`src/rtl/t07_spitft_rx.sv`:
```
// t07_spitft_rx: SPI read master for the RA8875 TFT controller.
// Sends a command byte on MOSI, then clocks NBYTES data bytes in from MISO.
module t07_spitft_rx #(
    parameter int CLK_DIV = 4,
    parameter int NBYTES  = 4
) (
    input  logic        clk,
    input  logic        nrst,
    input  logic        ri,
    input  logic [31:0] address,
    output logic [31:0] data_out,
    output logic        ack,
    output logic        busy,
    output logic        chipSelect,
    output logic        sclk,
    output logic        mosi,
    input  logic        miso
);
    localparam int NBITS = 8 + 8 * NBYTES;
    localparam int RW    = 8 * NBYTES;
    localparam int CW    = (CLK_DIV > 1) ? $clog2(CLK_DIV) : 1;
    localparam logic [CW-1:0] CMAX = CW'(CLK_DIV - 1);
    localparam logic [5:0]    BMAX = 6'(NBITS);

    localparam logic [2:0] S_IDLE  = 3'd0;
    localparam logic [2:0] S_SETUP = 3'd1;
    localparam logic [2:0] S_SHIFT = 3'd2;
    localparam logic [2:0] S_HOLD  = 3'd3;
    localparam logic [2:0] S_DONE  = 3'd4;

    generate
        if (CLK_DIV < 1) begin : g_bad_div
            $error("t07_spitft_rx: CLK_DIV must be 1 or more");
        end
        if (NBYTES < 1 || NBYTES > 4) begin : g_bad_nbytes
            $error("t07_spitft_rx: NBYTES must be 1..4");
        end
    endgenerate

    logic [2:0]    r_state;
    logic [CW-1:0] r_cnt;
    logic [5:0]    r_bits;
    logic [7:0]    r_cmd;
    logic [RW-1:0] r_rx;
    logic [31:0]   r_dout;
    logic          r_ack;
    logic          r_busy;
    logic          r_cs;
    logic          r_sclk;
    logic          r_mosi;
    logic          w_tc;
    logic          w_unused;

    assign w_tc       = (r_cnt == CMAX);
    assign w_unused   = ^address[31:8];
    assign data_out   = r_dout;
    assign ack        = r_ack;
    assign busy       = r_busy;
    assign chipSelect = r_cs;
    assign sclk       = r_sclk;
    assign mosi       = r_mosi;

    always_ff @(posedge clk or negedge nrst) begin
        if (!nrst) begin
            r_state <= S_IDLE;
            r_cnt   <= '0;
            r_bits  <= '0;
            r_cmd   <= '0;
            r_rx    <= '0;
            r_dout  <= '0;
            r_ack   <= 1'b0;
            r_busy  <= 1'b0;
            r_cs    <= 1'b1;
            r_sclk  <= 1'b0;
            r_mosi  <= 1'b0;
        end else begin
            r_ack <= 1'b0;
            unique case (r_state)
                S_IDLE: begin
                    if (ri) begin
                        r_cmd   <= address[7:0];
                        r_mosi  <= address[7];
                        r_cs    <= 1'b0;
                        r_busy  <= 1'b1;
                        r_cnt   <= '0;
                        r_bits  <= '0;
                        r_state <= S_SETUP;
                    end
                end
                S_SETUP: begin
                    if (w_tc) begin
                        r_cnt   <= '0;
                        r_state <= S_SHIFT;
                    end else begin
                        r_cnt <= r_cnt + CW'(1);
                    end
                end
                S_SHIFT: begin
                    if (w_tc) begin
                        r_cnt  <= '0;
                        r_sclk <= ~r_sclk;
                        // low->high samples MISO; high->low advances MOSI
                        if (!r_sclk) begin
                            r_rx   <= {r_rx[RW-2:0], miso};
                            r_bits <= r_bits + 6'd1;
                        end else begin
                            r_cmd  <= {r_cmd[6:0], 1'b0};
                            r_mosi <= r_cmd[6];
                            if (r_bits == BMAX) begin
                                r_state <= S_HOLD;
                            end
                        end
                    end else begin
                        r_cnt <= r_cnt + CW'(1);
                    end
                end
                S_HOLD: begin
                    if (w_tc) begin
                        r_cnt   <= '0;
                        r_cs    <= 1'b1;
                        r_ack   <= 1'b1;
                        r_dout  <= 32'(r_rx);
                        r_state <= S_DONE;
                    end else begin
                        r_cnt <= r_cnt + CW'(1);
                    end
                end
                S_DONE: begin
                    r_busy  <= 1'b0;
                    r_state <= S_IDLE;
                end
                default: begin
                    r_state <= S_IDLE;
                end
            endcase
        end
    end

endmodule

```
`config.mk`:
```
export PLATFORM = sky130hd
export DESIGN_NAME = t07_spitft_rx
export DESIGN_NICKNAME = d
export VERILOG_FILES = /design/src/rtl/t07_spitft_rx.sv
export SDC_FILE = /design/constraint.sdc
export NUM_CORES = 1
export LEC_CHECK = 0
export CAP_MARGIN = 20
export CORE_ASPECT_RATIO = 1.5
export CORE_UTILIZATION = 51
export CTS_BUF_LIST = sky130_fd_sc_hd__clkbuf_16
export DETAILED_ROUTE_END_ITERATION = 10
export HOLD_SLACK_MARGIN = 0.1
export PLACE_DENSITY = 0.78
export SKIP_LAST_GASP = 1
export SLEW_MARGIN = 25
export SYNTH_ARGS = -nofsm -noshare
export SYNTH_HDL_FRONTEND = slang
export SYNTH_SLANG_ARGS = --single-unit
```
`constraint.sdc`:
```
create_clock -name clk -period 1.85 [get_ports clk]
set_input_delay 0.2775 -clock clk [delete_from_list [all_inputs] [get_ports clk]]
set_output_delay 0.2775 -clock clk [all_outputs]
set_load 0.005 [all_outputs]
```
# Yosys cells after proc, flatten, opt, wreduce, memory -nomap -nowiden
# Cells that the tools add are included.
# op_classes
n_addsub	2
n_mul	0
n_div	0
order_cmp	0
eq_ne	13
shifts	0
n_mux	29
bitwise	1
reduce_logical	15
# op_table
op	n
2-to-1 mux 7 bit	3
2-to-1 mux 3 bit	6
2-to-1 mux 6 bit	3
!= test 2 bit (second input constant)	7
case mux 7 bit (2 select lines)	1
case mux 3 bit (4 select lines)	1
case mux 6 bit (2 select lines)	1
2-to-1 mux 1 bit	8
AND reduction 2 bit	4
AND reduction 4 bit	2
nonzero test 2 bit	4
adder 6 x 1 -> 6 bit (second input constant)	1
== test 3 x 2 -> 1 bit (second input constant)	2
== test 6 bit (second input constant)	1
case mux 1 bit (2 select lines)	3
AND reduction 3 bit	2
AND reduction 6 bit	1
2-to-1 mux 2 bit	2
case mux 2 bit (2 select lines)	1
== test 3 x 1 -> 1 bit (second input constant)	1
== test 3 bit (second input constant)	1
logical NOT 3 bit	1
OR reduction 3 bit	1
adder 2 x 1 -> 2 bit (second input constant)	1
other kinds (2)	2
# word_totals
register_bits	87
latch_bits	0
mem_bits_rw	0
romBits	0
inputBits	36
out_inout_bits	37
memories	0

# Depth between registers and ports, before layout
# logic_depth
ltp_word	5
mapped_depth	6
mapped_depth_nobuf	5

# Worst setup path before layout
# No wires, ideal clock.
# synth_path
path_type	register -> register
start	reg r_cnt[0]
end	reg r_rx[10]
setup_ns	0.127
arrival_time_ns	1.506
path_slack_ns	0.217
path_stages_with_launch	7
n_path_buf	2
synth_period_minus_slack_ns	1.633
path_cell_list	dfrtp_1 > ha_1 > buf_4 > nand3b_1 > nor2_4 > buf_6 > mux2_1
# synth_between
elab_chain_cells	2
# synth_lines
item	line	rtl
start, declared	41	logic [CW-1:0] r_cnt;
start signal, assigned	95	r_cnt <= r_cnt + CW'(1);
start signal, assigned	114	r_cnt <= r_cnt + CW'(1);
start signal, assigned	125	r_cnt <= r_cnt + CW'(1);
== test 2 bit	54	assign w_tc = (r_cnt == CMAX);
AND reduction 3 bit (no source line)	--	
end signal, assigned	104	r_rx <= {r_rx[RW-2:0], miso};
end, declared	44	logic [RW-1:0] r_rx;
# Every way passes these cells.
# A chain may end at the register's enable or synchronous reset.

# Worst setup path after layout
# layout_path
start	reg r_cnt[0]
end	reg r_rx[20]
# The elaborated chain is that of the path after synthesis.

==> metrics.yaml <==
run_status:
  outcome: "finished with violations"
  violations: "DRC"
timing:
  worstMarginPinSlew_ns: 0.435
  worst_clock_skew_ns: 0.00638
  maxSlewViolCount: 0
  fin_crit_ns: 1.70
  setup_viol: 0
  final_hold_viol_count: 0
  post-route-period-util_pct: 91.8
  max_slew_margin_pct: 71.0
  max_clock_freq_mhz: 589
  grt_setup_unrepaired: "false"
  whs_ns: 0.387
route:
  vias: 2118
  drc: 5
  detail_route.iter0.violations: 100
  via_per_inst: 5.46
  drtPass1Iterations: 7
  wire_per_inst_um: 15.9
  drt_wl_total_mm: 6.16
  ant_nets: 0
power_and_ir_drop:
  cellPowerDensity_mw_per_mm2: 862
  ir_drop_v: 0.000738
  cellLeakagePower_nw: 2.25
setup_path:
  crit_start: "r_cnt[0]"
  cp_top_family: "flip-flops"
  crit_path_end_kind: "flop"
  path_buf_inv: 1
  path_class: "reg -> reg"
  rr_startpoint: "r_cnt[0]"
  crit_path_top_delay_cell: "dfrtp_1"
  worstPathCellList: "ha_1, buf_4, and3b_2, nand2_1, mux2_2"
  reg2reg_depth: 5
  crit_path_end: "r_rx[20]"
  critical_path_cell_count: 5
  worstSetupStartpointType: "flop"
  reg2reg_to: "r_rx[20]"
  crit_arrival_ns: 1.91
  crit_fanout: 5
  cpPeakStageDelay_ns: 0.40
  rrSetupSlack_ns: 0.15
  cp.required_ns: 2.07
run:
  max-cap-violations: 0
logic_synthesis:
  synth-seq-cells: 87
  ys_seq_area_share_pct: 59.8
  synth_edf_count: 0
  synth_top_area_share_pct: 59.1
  yosys-top-cells-count: "86 x dfrtp_1, 49 x mux2_2, 29 x mux2_1"
  yosysTopAreaCell: "dfrtp_1"
  syn_area_sq_mm: 0.00364
  yosysMostFrequentCell: "dfrtp_1"
  synth_cells: 242
  avgSynthCellArea_sq_um: 15.0
  yosys_most_used_dff: "dfrtp_1"
  yosysWarningCount: 0
  synth.area.top_cells: "dfrtp_1 59%, mux2_2 15%, mux2_1 9.0%, buf_6 1.5%, ha_1 1.0%"
  syn_nets: 281
  synth_cell_types: 44
  async_flop_share_pct: 100
global_route:
  antenna_found_initial: 0
  grt_overflow: 0
  grt_pass1_wl_mm: 10.6
  grt.total_usage_pct: 18.6
  grt_pass1_vias: 2161
  grt_start_max_net_pins: 35
clock_tree:
  cts_buffers: 9
  htreeDepth: 3
  clock_sinks: 87
  clock_latency_ns: 0.33
  cts_root_buf: "clkbuf_16"
  cts_resized: 0
  cts_tree: "done"
  clockBufferDepth: 2
  cts.clk_slew.worst_paths_ns: 0.06
place:
  place_area_sq_mm: 0.00426
  dp_hpwl_mm: 4.09
  gp_congestion: 0.779
  io_buffers: 48
finish:
  nNetsFinal: 344
  num_antenna_cells: 0
  area_growth_pct: 26.2
  drive_gt1_share_pct: 29.7
  stdcell_area_sq_mm: 0.00459
die:
  die-area_sq_mm: 0.00749
  die_w_um: 71.0
  rows: 37
  pin_count: 73
  core-area_sq_mm: 0.00690
  die_y_um: 105
  initial_utilization_pct: 52.8
hold_path:
  hp-class: "in -> async"
-- placed cells by master (no fill, tap or decap), types with 2 or more instances in the layout --
master	netlist	final
mux2_2	49	49
clkdlybuf4s50_1	0	47
nor2_1	3	3
nand2b_1	3	3
nand2_1	8	8
ha_1	3	3
buf_12	0	3
clkbuf_16	0	9
inv_1	7	8
a21oi_1	4	4
buf_4	1	12
o21ai_0	5	5
nor3_1	2	2
nand3_1	2	2
mux2i_1	3	3
bufinv_16	0	2
mux2_1	29	29
dfrtp_1	86	86
clkinv_4	0	2
-- worst register-to-register path, stage by stage (launching register included) --
cell and delay, ns:
dfrtp_1 0.40, ha_1 0.29, buf_4 0.19, and3b_2 0.22
nand2_1 0.14, mux2_2 0.35
-- flip-flops by register name, indices dropped and copies added, names as in the netlist --
register and flops:
ack 1, mosi 1, r_bits 6, r_state 3, sclk 1, chipSelect 1
r_cmd 7, data_out 32, r_rx 32, r_cnt 2, busy 1
-- report_power, final --
| part | internal, W | switching [W] | total, W |
|---|---|---|---|
| clock | 0.00119 | 0.000737 | 0.00192 |
| sequential | 0.00191 | 0.0000106 | 0.00193 |
| combinational | 0.0000520 | 0.0000579 | 0.000110 |
| total | 0.00315 | 0.000806 | 0.00396 |
-- kinds of logic after synthesis --
| logic type | share of synthesized area [%] |
|---|---|
| adder cells (fa/ha/maj) | 1.03 |
| multiplexers | 24.9 |
| flip-flops | 59.8 |
| AND/OR/NAND/NOR | 6.29 |
| XOR/XNOR | 0.241 |
| AO/OA/AOI/OAI | 4.26 |
| buffers and inverters | 3.40 |
-- metrics by stage --
step | util (%) | worst slack [ns] | std cells | total power, W | TNS [ns]
floorplan | - | 0.217 | 242 | 0.00199 | 0
global placement | 61.8 | -0.0936 | 371 | 0.00207 | -0.742
detailed placement | 61.8 | -0.105 | 371 | 0.00207 | -0.801
CTS | 66.6 | 0.127 | 388 | 0.00401 | 0
global route | 66.6 | 0.0430 | 388 | 0.00410 | 0
finish | 66.6 | 0.152 | 388 | 0.00396 | 0
-- routing by layer --
metal / global-route usage (%) / part of all wire (%) / vias to the layer above / wire length, um
li1: - / - / 985 / -
met1: 23.1 / 44 / 1089 / 2710
met2: 29.9 / 50 / 38 / 3100
met3: 5.83 / 4.5 / 6 / 278
met4: 8.14 / 1.2 / 0 / 77
met5: 0 / 0 / - / 0
-- final cells by class --
type,instances,area (sq um)
clock buffers,9,225
clock inverters,7,97.6
fillers,485,2300
inverters,7,26.3
multi-input cells,137,1340
flip-flops and latches,87,2180
well taps,78,97.6
repair buffers,63,631
-- how the worst min path moves through the flow --
stage,from,end,slack (ns),depth (start not counted)
floorplan,nrst,ack,-0.02,0
global placement,nrst,r_cmd[5],0.21,1
detailed placement,nrst,r_cmd[6],0.21,1
CTS,nrst,r_cmd[5],0.38,2
global route,nrst,r_rx[28],0.42,2
finish,nrst,r_cmd[6],0.39,2
-- repair_timing --
item / CTS / global route
hold endpoints to repair: 22 / 0
buffers inserted: 0 / 0
hold buffers: 1 / 0
endpoints found under the setup margin: 0 / 0
Power figures use the tool's default switching activity.
